File: src/rtl/tick_period_monitor_pkg.sv
// -----------------------------------------------------------------------------
// tick_period_monitor_pkg
// Shared definitions for the tick period monitor.
//   state_e     : measurement state (IDLE = waiting for an arming tick,
//                 RUN = measuring the distance to the next tick)
//   TICK_CNT_W  : width of the free-running tick counter output
// -----------------------------------------------------------------------------
package tick_period_monitor_pkg;

  localparam int TICK_CNT_W = 16;

  typedef enum logic {
    ST_IDLE = 1'b0,
    ST_RUN  = 1'b1
  } state_e;

endpackage : tick_period_monitor_pkg

File: src/rtl/tick_period_monitor.sv
// -----------------------------------------------------------------------------
// tick_period_monitor
// Consumer-side checker for single-cycle clock-enable tick streams. It measures
// the clk_i-cycle distance between consecutive ticks and reports each period.
// A period outside EXPECTED +/- TOL sets a sticky error. If ticks stop for
// TIMEOUT cycles while measuring, a sticky timeout is raised and the monitor
// disarms.
//
// Ports:
//   clk_i          : system clock
//   resetn_i       : asynchronous active-low reset
//   tick_i         : tick pulse under test, synchronous to clk_i
//   clear_i        : synchronous clear of measurement state and sticky flags
//   period_o       : last measured period (holds between strobes)
//   period_valid_o : one-cycle strobe, period_o updated this cycle
//   err_o          : sticky, some period fell outside tolerance
//   tick_count_o   : ticks seen since reset/clear, wraps at 16'hFFFF -> 0
//   timeout_o      : sticky, TIMEOUT cycles passed in RUN without a tick
// -----------------------------------------------------------------------------
module tick_period_monitor
  import tick_period_monitor_pkg::*;
#(
  parameter int unsigned          CNT_W    = 8,
  parameter logic [CNT_W-1:0]     EXPECTED = 8'd7,
  parameter logic [CNT_W-1:0]     TOL      = 8'd0,
  parameter logic [CNT_W-1:0]     TIMEOUT  = 8'd255
) (
  input  logic                  clk_i,
  input  logic                  resetn_i,
  input  logic                  tick_i,
  input  logic                  clear_i,
  output logic [CNT_W-1:0]      period_o,
  output logic                  period_valid_o,
  output logic                  err_o,
  output logic                  timeout_o,
  output logic [TICK_CNT_W-1:0] tick_count_o
);

  // Tolerance window evaluated one bit wider so EXPECTED+TOL cannot wrap;
  // the lower bound saturates at zero when TOL exceeds EXPECTED.
  localparam logic [CNT_W:0] LIMIT_LO = (EXPECTED > TOL) ?
                                        ({1'b0, EXPECTED} - {1'b0, TOL}) : '0;
  localparam logic [CNT_W:0] LIMIT_HI = {1'b0, EXPECTED} + {1'b0, TOL};

  localparam logic [CNT_W-1:0]      CNT_ONE  = {{(CNT_W-1){1'b0}}, 1'b1};
  localparam logic [TICK_CNT_W-1:0] TICK_ONE = {{(TICK_CNT_W-1){1'b0}}, 1'b1};

  state_e                r_state;
  logic [CNT_W-1:0]      r_cnt;
  logic [CNT_W-1:0]      r_period;
  logic                  r_period_valid;
  logic                  r_err;
  logic                  r_timeout;
  logic [TICK_CNT_W-1:0] r_tick_count;

  logic [CNT_W:0]        w_cnt_ext;
  logic                  w_out_of_range;

  // r_cnt equals the distance to the previous tick at the edge a new tick is
  // sampled, so it is compared directly as the candidate period.
  assign w_cnt_ext      = {1'b0, r_cnt};
  assign w_out_of_range = (w_cnt_ext < LIMIT_LO) || (w_cnt_ext > LIMIT_HI);

  always_ff @(posedge clk_i or negedge resetn_i) begin
    if (!resetn_i) begin
      r_state        <= ST_IDLE;
      r_cnt          <= '0;
      r_period       <= '0;
      r_period_valid <= 1'b0;
      r_err          <= 1'b0;
      r_timeout      <= 1'b0;
      r_tick_count   <= '0;
    end else begin
      r_period_valid <= 1'b0;
      if (clear_i) begin
        // Clear wins over a coincident tick: the tick is neither counted
        // nor used to arm.
        r_state      <= ST_IDLE;
        r_cnt        <= '0;
        r_period     <= '0;
        r_err        <= 1'b0;
        r_timeout    <= 1'b0;
        r_tick_count <= '0;
      end else if (tick_i) begin
        r_tick_count <= r_tick_count + TICK_ONE;
        r_cnt        <= CNT_ONE;
        if (r_state == ST_RUN) begin
          r_period       <= r_cnt;
          r_period_valid <= 1'b1;
          if (w_out_of_range) begin
            r_err <= 1'b1;
          end
        end else begin
          // First tick after idle only arms the measurement.
          r_state <= ST_RUN;
        end
      end else if (r_state == ST_RUN) begin
        if (r_cnt == TIMEOUT) begin
          r_timeout <= 1'b1;
          r_state   <= ST_IDLE;
          r_cnt     <= '0;
        end else begin
          r_cnt <= r_cnt + CNT_ONE;
        end
      end
    end
  end

  assign period_o       = r_period;
  assign period_valid_o = r_period_valid;
  assign err_o          = r_err;
  assign timeout_o      = r_timeout;
  assign tick_count_o   = r_tick_count;

endmodule : tick_period_monitor

File: config.mk
export PLATFORM = sky130hd
export DESIGN_NAME = tick_period_monitor
export DESIGN_NICKNAME = d
export VERILOG_FILES = /design/src/rtl/tick_period_monitor_pkg.sv /design/src/rtl/tick_period_monitor.sv
export SDC_FILE = /design/constraint.sdc
export NUM_CORES = 1
export LEC_CHECK = 0
export CORE_ASPECT_RATIO = 0.9
export CORE_MARGIN = 5
export CORE_UTILIZATION = 52
export CTS_CLUSTER_DIAMETER = 80
export DETAILED_ROUTE_END_ITERATION = 8
export GPL_TIMING_DRIVEN = 0
export PLACE_DENSITY = 0.87
export SYNTH_ARGS = -nofsm -noshare
export SYNTH_HDL_FRONTEND = slang
export SYNTH_SLANG_ARGS = --single-unit
File: constraint.sdc
create_clock -name clk_i -period 1.9 [get_ports clk_i]
set_input_delay 0.285 -clock clk_i [delete_from_list [all_inputs] [get_ports clk_i]]
set_output_delay 0.285 -clock clk_i [all_outputs]
set_load 0.005 [all_outputs]
# ---- After elaboration in Yosys (flattened, before gate mapping)
# Cells that the tools add are included.
dict set report totals {
  ff_bits 36
  latchBits 0
  ramBits 0
  mem_bits_ro 0
  input_bits 4
  output_inout_bits 27
  word_cells 46
  memories 0
}
dict set report op_classes {
  add_sub_neg 2
  multipliers 0
  div_mod_pow 0
  n_lt_le_gt_ge 2
  n_eq_ne 2
  shift 0
  mux 24
  bitwise_logic 0
  reduce_logical 9
}
# op count
set ops {}
lappend ops {{2-to-1 mux 8 bit} 7}
lappend ops {{2-to-1 mux 16 bit} 2}
lappend ops {{adder 16 x 1 -> 16 bit, second input constant} 1}
lappend ops {{2-to-1 mux 1 bit} 15}
lappend ops {{adder 8 x 1 -> 8 bit, second input constant} 1}
lappend ops {{equality test 8 bit, second input constant} 1}
lappend ops {{> comparator 8 x 3 -> 1 bit, second input constant} 1}
lappend ops {{< comparator 8 x 3 -> 1 bit, second input constant} 1}
lappend ops {{nonzero test 2 bit} 4}
lappend ops {{AND reduction 3 bit} 2}
lappend ops {{nonzero test 3 bit} 1}
lappend ops {{!= test 2 x 1 -> 1 bit, second input constant} 1}
lappend ops {{AND reduction 2 bit} 1}
lappend ops {{logical OR 1 bit} 1}

# ---- Logic depth before layout (Yosys ltp)
# Gate-level depths: netlist (run 1).
dict set report depth {
  word_depth 6
  mapped_depth 5
  mapped_depth_nobuf 4
}

# ---- Least setup slack after synthesis (run 1)
# OpenSTA, ideal clock, no wires.
dict set report synth_timing {
  path_kind {flip-flop to flip-flop}
  start {reg r_tick_count[3] (netlist: tick_count_o[3])}
  end {reg r_tick_count[12] (netlist: tick_count_o[12])}
  setup_time_ns 0.125
  arrival_time_ns 1.357
  required_ns 1.775
  slack_ns 0.418
  stages_incl_launch_ff 5
  path_buffers 1
  synth_period_minus_slack_ns 1.482
  path_cell_list {dfrtp_1 nand4_2 buf_6 nor4_1 mux2_2}
}
dict set report synth_between {
  elab_chain_len 3
}
# item line_no
set synth_rtl {}
lappend synth_rtl {{from (decl)} tick_period_monitor.sv:54} ;# logic [TICK_CNT_W-1:0] r_tick_count;
lappend synth_rtl {{from (signal assigned)} tick_period_monitor.sv:85} ;# r_tick_count <= r_tick_count + TICK_ONE;
lappend synth_rtl {{adder 16 x 1 -> 16 bit} tick_period_monitor.sv:85}
lappend synth_rtl {{2-to-1 mux 16 bit} tick_period_monitor.sv:84} ;# end else if (tick_i) begin
lappend synth_rtl {{2-to-1 mux 16 bit} tick_period_monitor.sv:75} ;# if (clear_i) begin
# No other way between the ends. The select of a mux whose other input is x is not followed.
# A chain may end at the register's enable or synchronous reset.

# ---- Final worst setup path (run 1)
dict set report layout_timing {
  start {in tick_i}
  end {reg r_tick_count[12] (netlist: tick_count_o[12])}
}
dict set report layout_between {
  elab_chain_len 1
}
# item line_no
set layout_rtl {}
lappend layout_rtl {{from (decl)} tick_period_monitor.sv:30} ;# input logic tick_i,
lappend layout_rtl {{nonzero test 2 bit (no source line)} n/a}
# No other way between the ends.

==> qor.yml, run 1 <==
status:
  status: "finished, final reports clean"
timing:
  rsz0062_at_grt: "false"
  tightest_slew_ps: 773.5
  setup_viol: 0
  hold_violations: 0
  maxSlewHeadroom_pct: 48.44
  max_freq_ghz: 0.5816
  fin_crit_sh_pct: 90.50
  fin_crit_ps: 1720
  skew_ps: 6.953
  final_max_slew_viol_count: 0
routing:
  ant_nets: 0
  drtIter0Drc: 79
  viasPerCell: 5.596
  dr.pass1.iters: 4
  drc: 0
  vias: 1483
  routedWlPerCell_microns: 14.14
  routed_wl_microns: 3748
floorplanning:
  die_w_microns: 71.07
  io_pins: 31
  dieArea_sq_mm: 0.004617
  die-height_microns: 64.96
  core_area_sq_mm: 0.003303
  initial_core_util_pct: 52.84
  num_rows: 20
synthesis:
  synth_edf_count: 0
  syn_nets: 189
  netlist_area_sq_mm: 0.001745
  synth_cell_types: 33
  synth_seq_cells: 36
  synth_area_leaders: "dfrtp_1 (52%), a21oi_1 (5.7%), nand2_1 (5.2%)"
  synthesis.instances: 183
  synthArstFlopShare_pct: 100.0
  synth_ff_type: "dfrtp_1"
  yosys.area.top_type: "dfrtp_1"
  yosysMostFrequentCell: "dfrtp_1"
  yosysTopAreaCellShare_pct: 51.61
  seq_area_frac_synth_pct: 51.61
  syn_area_per_cell_sq_um: 9.538
  synthTopCellsByCount: "dfrtp_1 (36), nand2_1 (24), a21oi_1 (20)"
  synth_warnings: 0
cts:
  clockBufferDepth: 2
  cts_tree: "built"
  clkLatencyLatePin_ps: 280
  clkSlewWorstSetupHoldPaths_ps: 70
  clkSinkCount: 36
  htree_levels: 2
  cts_made_buffers: 5
  cts_resized: 0
  root_buffer: "clkbuf_8"
  postCtsHoldBufs: 0
  post_cts_buffers: 0
grt:
  grt.overflow.total: 0
  grt_max_degree: 37
  grt_pass1_wl_microns: 6389
  antenna_found_initial: 0
  grt_pass1_vias: 1390
  track_usage_pct: 17.84
setup_path:
  crit_fanout: 10
  r2r-start: "tick_count_o[3]$_DFFE_PN0P_"
  arrival_ps: 1890
  r2r_setup_slack_ps: 200
  required_ps: 2070
  crit_type: "input pin to flop"
  path_cells: "clkdlybuf4s50_1 -> buf_4 -> nand3_1 -> nor4_1 -> mux2_2"
  endpoint_kind: "flop"
  worstSetupStartpointType: "input pin"
  reg2reg_to: "tick_count_o[15]$_DFFE_PN0P_"
  critPathMaxStageDelay_ps: 500
  cp_slowest_cell: "clkdlybuf4s50_1"
  reg2reg_depth: 4
cells_and_area:
  drive_gt1_share_pct: 9.050
  area_delta_synth_final_pct: 26.24
  nets: 226
  fin_cells: 265
  fin_util_pct: 66.70
  stdcell_area_sq_mm: 0.002203
  antenna_cells: 0
placement:
  port_buffers: 30
  dp.cells: 257
  dpl_cell_area_sq_mm: 0.002096
  dp_hpwl_microns: 2602
  routabilityCongestion: 0.8579
power_and_ir_drop:
  swShare_pct: 21.70
  p_sw_w: 0.0003333
  p_per_area_mw_per_mm2: 697.2
  combinationalPowerShare_pct: 6.3
  total_power_w: 0.001536
  peakVddDrop_mv: 0.4639
  sequentialPowerShare_pct: 51.2
  power_frac_clock_pct: 42.4
  p_leak_nw: 0.8897
  p_int_w: 0.001203
run:
  max-cap-violations: 0
min_path:
  hold_class: "input pin to async pin"
layout by cell type, fill, tap and decap left out, types with 8 or more instances in the layout:
master and n:
dfrtp_1 36, clkdlybuf4s50_1 29, nand2_1 24, a21oi_1 20, nor2_1 15, inv_1 8
nand3_1 8
state kept, by name, indices dropped and copies added (netlist names):
signal and cells:
tick_count_o 16, period_o 8, r_cnt 8, err_o 1, period_valid_o 1, r_state 1, timeout_o 1
kinds of logic after synthesis:
| family | synth area share [%] |
|---|---|
| AOI/OAI and AO/OA | 13.12 |
| adders and majority gates | 1.433 |
| and+or+nand+nor | 22.37 |
| muxes | 3.727 |
| buffers and inverters | 4.731 |
| xor gates and xnor gates | 3.011 |
| DFF | 51.61 |
critical path, delay by kind of cell:
family / cells / cell delay [ps]
and+or+nand+nor: 2 / 550
buffers and inverters: 2 / 690
muxes: 1 / 380
power by group through the flow:
stage                logic, W  registers [W]  clock network [W]
global route         0.000112       0.000788           0.000707
floorplan           0.0000472       0.000801                  0
detailed placement  0.0000986       0.000801                  0
global placement    0.0000972       0.000801                  0
CTS                 0.0000992       0.000787           0.000667
finish              0.0000971       0.000787           0.000652
how the worst max path moves through the flow:
stage	depth (start not counted)	start	end	slack (ps)
floorplan	4	tick_count_o[3]$_DFFE_PN0P_	tick_count_o[12]$_DFFE_PN0P_	420
global placement	1	resetn_i	period_o[4]$_DFFE_PN0P_	-220
detailed placement	4	clear_i	period_o[2]$_DFFE_PN0P_	-130
CTS	4	clear_i	period_o[2]$_DFFE_PN0P_	200
global route	4	clear_i	period_o[1]$_DFFE_PN0P_	50
finish	5	tick_i	tick_count_o[12]$_DFFE_PN0P_	180
metal layers:
metal	GRT usage, %	share of wire (%)
met4	8.451	2.2
met1	23.05	44
met3	3.411	5.8
met2	28.82	48
met5	0	0
layout make-up:
class / instances / area (sq um)
plain buffers: 10 / 52.55
clock buffers: 6 / 72.57
clock inverters: 2 / 35.03
fillers: 287 / 1100
inverters: 8 / 30.03
multi-input cells: 129 / 762.0
flip-flops and latches: 36 / 900.9
well taps: 44 / 55.05
repair buffers: 30 / 295.3
metrics by stage:
step	setup TNS (ps)	setup slack [ps]	hold WS, ps
detailed placement	-2371	-125.9	401.7
finish	0	180.5	70.28
floorplan	0	418.4	-10.59
global route	0	47.83	148.6
global placement	-9509	-224.9	508.4
CTS	0	200.1	91.22
No activity file was read; power rests on OpenSTA's default activity.
==> run 2, diff against run 1 <==
==> constraint.sdc (replaced) <==
create_clock -name clk_i -period 1.8 [get_ports clk_i]
set_input_delay 0.27 -clock clk_i [delete_from_list [all_inputs] [get_ports clk_i]]
set_output_delay 0.27 -clock clk_i [all_outputs]
set_load 0.005 [all_outputs]
==> qor.yml, run 2 (synthesis results as in run 1) <==
status:
  status: "finished, final reports clean"
placement:
  routabilityCongestion: 0.8579  # unchanged
  port_buffers: 30  # unchanged
  dpl_cell_area_sq_mm: 0.002096  # unchanged
  dp.cells: 257  # unchanged
  dp_hpwl_microns: 2602  # unchanged
grt:
  antenna_found_initial: 0  # unchanged
  grt_pass1_vias: 1390  # unchanged
  grt_max_degree: 37  # unchanged
  track_usage_pct: 17.84  # unchanged
  grt_pass1_wl_microns: 6389  # unchanged
  grt.overflow.total: 0  # unchanged
cells_and_area:
  nets: 226  # unchanged
  fin_cells: 265  # unchanged
  final_common_cell: "dfrtp_1"
  multi_input_comb_area_sq_um: 762.0  # unchanged
  regArea_sq_um: 900.9  # unchanged
  layout_common_cells: "dfrtp_1 (36), clkdlybuf4s50_1 (29), nand2_1 (24)"
  drive_gt1_share_pct: 9.955  # +0.90 points
  largest_reg_flops: 16  # unchanged
  stdcell_area_sq_mm: 0.002206  # +0.11%
  antenna_cells: 0  # unchanged
  final.fill_count: 289  # +0.70%
  area_delta_synth_final_pct: 26.38
cts:
  clkLatencyLatePin_ps: 280  # about the same
  clkSinkCount: 36  # unchanged
  clockBufferDepth: 2  # unchanged
  htree_levels: 2  # unchanged
  cts_tree: "built"
  post_cts_buffers: 0  # unchanged
  cts_made_buffers: 5  # unchanged
  root_buffer: "clkbuf_8"
  clkSlewWorstSetupHoldPaths_ps: 70  # about the same
timing:
  maxSlewHeadroom_pct: 48.93  # +0.49 points
  fin_crit_sh_pct: 94.07
  skew_ps: 7.601  # +0.6479 ps
  setup_viol: 0  # unchanged
  hold_violations: 0  # unchanged
  final_max_slew_viol_count: 0  # unchanged
  max_freq_ghz: 0.5906
  tightest_slew_ps: 766.1  # -7.412 ps
  fin_crit_ps: 1693
  rsz0062_at_grt: "false"
setup_path:
  cp_num_buf_inv: 1  # -1
  path_cells: "nand4_2 -> buf_6 -> nor4_1 -> mux2_2"
  crit_fanout: 10  # unchanged
  endpoint_kind: "flop"
  cp_top_family: "simple AND/OR/NAND/NOR gates"
  arrival_ps: 1860  # -30 ps
  worstSetupStartpointType: "flop"
  required_ps: 1970  # -100 ps
  cp_slowest_cell: "dfrtp_1"
  crit_type: "flop to flop"
  critPathMaxStageDelay_ps: 480  # -20 ps
routing:
  viasPerCell: 5.555  # -0.74%
  drtIter0Drc: 90  # +14%
  drc: 0  # unchanged
  vias: 1472  # -0.74%
  routed_wl_microns: 3742  # -0.16%
  routedWlPerCell_microns: 14.12  # -0.16%
  ant_nets: 0  # unchanged
  dr.pass1.iters: 4  # unchanged
floorplanning:
  initial_core_util_pct: 52.84  # unchanged
  io_pins: 31  # unchanged
  core_area_sq_mm: 0.003303  # unchanged
  die_w_microns: 71.07  # unchanged
  num_rows: 20  # unchanged
  die-height_microns: 64.96  # unchanged
  dieArea_sq_mm: 0.004617  # unchanged
power_and_ir_drop:
  p_per_area_mw_per_mm2: 734.9  # +5.4%
  p_leak_nw: 0.8957  # +0.67%
  peakVddDrop_mv: 0.4904  # +5.7%
run:
  max-cap-violations: 0  # unchanged
min_path:
  hold_class: "input pin to async pin"
==> run 2: cell type report <==
class | count | share of cell area, %
plain buffers | 10 | 2.496
clock buffers | 6 | 3.290
clock inverters | 2 | 1.588
inverters | 8 | 1.361
multi-input cells | 129 | 34.54
flip-flops and latches | 36 | 40.84
well taps | 44 | 2.496
repair buffers | 30 | 13.39
==> run 2: worst register-to-register path, stage by stage (launching register included) <==
cell and delay [ps]:
dfrtp_1 480, nand4_2 200, buf_6 190, nor4_1 330, mux2_2 370
==> run 2: worst paths after layout <==
kind / from / end / slack [ps] / cells past startpoint
worst max-delay path: tick_count_o[3]$_DFFE_PN0P_ / tick_count_o[15]$_DFFE_PN0P_ / 110 / 4
worst min-delay path: resetn_i / timeout_o$_DFFE_PN0P_ / 50 / 1
worst max register to register: tick_count_o[3]$_DFFE_PN0P_ / tick_count_o[15]$_DFFE_PN0P_ / 110 / 4
worst min register to register: period_o[4]$_DFFE_PN0P_ / period_o[4]$_DFFE_PN0P_ / 520 / 2
max in group asynchronous: resetn_i / tick_count_o[4]$_DFFE_PN0P_ / 1260 / 1
min in group clk_i: period_o[4]$_DFFE_PN0P_ / period_o[4]$_DFFE_PN0P_ / 520 / 2
==> run 2: metrics by stage <==
stage	util [%]	hold slack [ps]	power (W)	setup TNS, ps	worst slack [ps]
6_report	66.78	50.81	0.001621	0	106.8
5_1_grt	66.78	133.6	0.001697	0	21.92
4_1_cts	66.70	76.22	0.001639	0	115.1
3_5_place_dp	63.45	386.7	0.0009500	-4439	-210.9
3_3_place_gp	63.60	508.4	0.0009482	-14610	-309.9
2_1_floorplan	-	-25.59	0.0008953	0	318.4
==> run 2: routing by layer <==
metal	share of wire [%]	track usage (%)	wire length (microns)	vias to the layer above
li1	-	-	-	724
met1	43	23.05	1610	697
met2	49	28.82	1835	46
met3	6.3	3.411	236	5
met4	1.6	8.451	61	0
met5	0	0	0	-
==> run 2: power by group <==
part / total (W) / internal, W / switching, W
clock: 0.000688 / 0.000411 / 0.000277
sequential: 0.000831 / 0.000820 / 0.0000105
combinational: 0.000103 / 0.0000392 / 0.0000636
total: 0.00162 / 0.00127 / 0.000351
==> run 2: timing repair <==
item / CTS / global route
gates resized for setup: 0 / 4
hold buffers: 0 / 0
setup endpoints to repair: 0 / 7
==> run 3, diff against run 2 <==
==> constraint.sdc (replaced) <==
create_clock -name clk_i -period 1.8 [get_ports clk_i]
set_input_delay 0.27 -clock clk_i [delete_from_list [all_inputs] [get_ports clk_i]]
set_output_delay 0.27 -clock clk_i [all_outputs]
set_load 0.1 [all_outputs]
==> qor.yml, run 3 (synthesis results as in run 1) <==
routing:
  vias: 1489  # +1.2%
  routedWlPerCell_microns: 14.61  # +3.5%
  routed_wl_microns: 3872  # +3.5%
  dr.pass1.iters: 4  # unchanged
  ant_nets: 0  # unchanged
  viasPerCell: 5.619  # +1.2%
  drc: 0  # unchanged
  drtIter0Drc: 171  # +90%
cts:
  post_cts_buffers: 0  # unchanged
  clkSinkCount: 36  # unchanged
  root_buffer: "clkbuf_8"
  clkLatencyLatePin_ps: 290  # about the same
  cts_tree: "built"
  clkSlewWorstSetupHoldPaths_ps: 70  # about the same
  htree_levels: 2  # unchanged
  cts_made_buffers: 5  # unchanged
  clockBufferDepth: 2  # unchanged
cells_and_area:
  layout_common_cells: "nand2_1 (24), dfrtp_1 (22), a21oi_1 (20)"
  largest_reg_flops: 16  # unchanged
  final_common_cell: "nand2_1"
  area_delta_synth_final_pct: 27.60
  fin_util_pct: 67.42  # +0.64 points
  nets: 226  # unchanged
  antenna_cells: 0  # unchanged
  fin_cells: 265  # unchanged
  drive_gt1_share_pct: 23.53  # +14 points
setup_path:
  worstSetupStartpointType: "flop"
  arrival_ps: 1490  # -370 ps
  cp_top_family: "buffers and inverters"
  required_ps: 1530  # -440 ps
  critPathMaxStageDelay_ps: 860  # +380 ps
  endpoint_kind: "primary output"
  r2r-start: "tick_count_o[3]$_DFFE_PN0P_"
  crit_type: "flop to primary output"
  cp_slowest_cell: "dlygate4sd2_1"
  path_cells: "dlygate4sd2_1"
  startpoint: "timeout_o$_DFFE_PN0P_"
  crit_fanout: 2  # -8
  cp_num_buf_inv: 1  # unchanged
min_path:
  hold_class: "input pin to async pin"
grt:
  grt_pass1_wl_microns: 6417  # +0.44%
  grt_max_degree: 37  # unchanged
  track_usage_pct: 17.94  # +0.096 points
  grt.overflow.total: 0  # unchanged
  grt_pass1_vias: 1356  # -2.4%
  antenna_found_initial: 0  # unchanged
floorplanning:
  die-height_microns: 64.96  # unchanged
  num_rows: 20  # unchanged
  io_pins: 31  # unchanged
  dieArea_sq_mm: 0.004617  # unchanged
  die_w_microns: 71.07  # unchanged
  core_area_sq_mm: 0.003303  # unchanged
  initial_core_util_pct: 52.84  # unchanged
timing:
  rsz0062_at_grt: "false"
  maxSlewHeadroom_pct: 36.39  # -13 points
  final_max_slew_viol_count: 0  # unchanged
  max_freq_ghz: 0.5695  # -3.6%
  tightest_slew_ps: 957.9  # +191.8 ps
  fin_crit_sh_pct: 97.56  # +3.5 points
  hold_violations: 0  # unchanged
  fin_crit_ps: 1756  # +62.83 ps
  setup_viol: 0  # unchanged
  skew_ps: 12.54  # +4.934 ps
  hold_ws_ps: 60.09  # +9.276 ps
power_and_ir_drop:
  p_leak_nw: 0.9257  # +3.4%
  p_per_area_mw_per_mm2: 753.3  # +2.5%
  peakVddDrop_mv: 0.5410  # +10%
placement:
  routabilityCongestion: 0.8915  # +3.9%
  port_buffers: 30  # unchanged
  dp.cells: 257  # unchanged
  dp_hpwl_microns: 2710  # +4.1%
status:
  status: "finished, final reports clean"
run:
  max-cap-violations: 0  # unchanged
==> run 3: cell count changes in the layout (fill, tap and decap cells not counted), sizes merged <==
cell,before,now
clkdlybuf4s15,0,14
clkdlybuf4s50,29,2
clkbuf,11,15
dlygate4sd2,0,9
==> run 3: area by class of cell <==
class,count,area [sq um]
Tap cell,44,55.05
Multi-Input combinational cell,129,768.2
Timing Repair Buffer,30,277.8
Clock inverter,2,35.03
Clock buffer,6,72.57
Sequential cell,36,933.4
Inverter,8,30.03
Fill cell,273,1076
Buffer,10,55.05
==> run 3: per-stage QoR <==
| stage | power, W | TNS (ps) | instance area, sq um | worst slack (ps) |
|---|---|---|---|---|
| floorplan | 0.0009560 | 0 | 1778 | 0.06872 |
| global placement | 0.001010 | -17910 | 2133 | -536.2 |
| finish | 0.001678 | 0 | 2227 | 43.95 |
| detailed placement | 0.001013 | -4314 | 2128 | -251.7 |
| CTS | 0.001693 | 0 | 2235 | 1.063 |
| global route | 0.001740 | 0 | 2227 | 0.2542 |
==> run 3: final timing paths <==
| check | end | slack (ps) | depth (start not counted) |
|---|---|---|---|
| hold reg to reg | err_o$_DFFE_PN0P_ | 520 | 2 |
| hold / removal | tick_count_o[15]$_DFFE_PN0P_ | 60 | 1 |
| setup / recovery | timeout_o | 40 | 1 |
| setup reg to reg | tick_count_o[15]$_DFFE_PN0P_ | 140 | 4 |
| min in group clk_i | err_o$_DFFE_PN0P_ | 520 | 2 |
| max in group asynchronous | tick_count_o[0]$_DFFE_PN0P_ | 1160 | 1 |
==> run 3: power breakdown <==
group / switching [W] / internal (W) / leakage (nW)
clock: 0.000273 / 0.000411 / 0.0552
sequential: 0.0000116 / 0.000823 / 0.473
combinational: 0.000123 / 0.0000360 / 0.398
==> run 3: repair_timing <==
item | 4_1_cts | 5_1_grt
endpoints found under the setup margin | 27 | 20
hold buffers | 0 | 0
resized for setup | 53 | 12
endpoints found under the hold margin | 0 | 0
==> run 3: layer usage <==
layer / vias to the layer above / wire length, microns / global-route usage [%]
li1: 722 / - / -
met1: 730 / 1728 / 24.45
met2: 30 / 1910 / 27.66
met3: 7 / 169 / 3.411
met4: 0 / 64 / 8.216
met5: - / 0 / 0
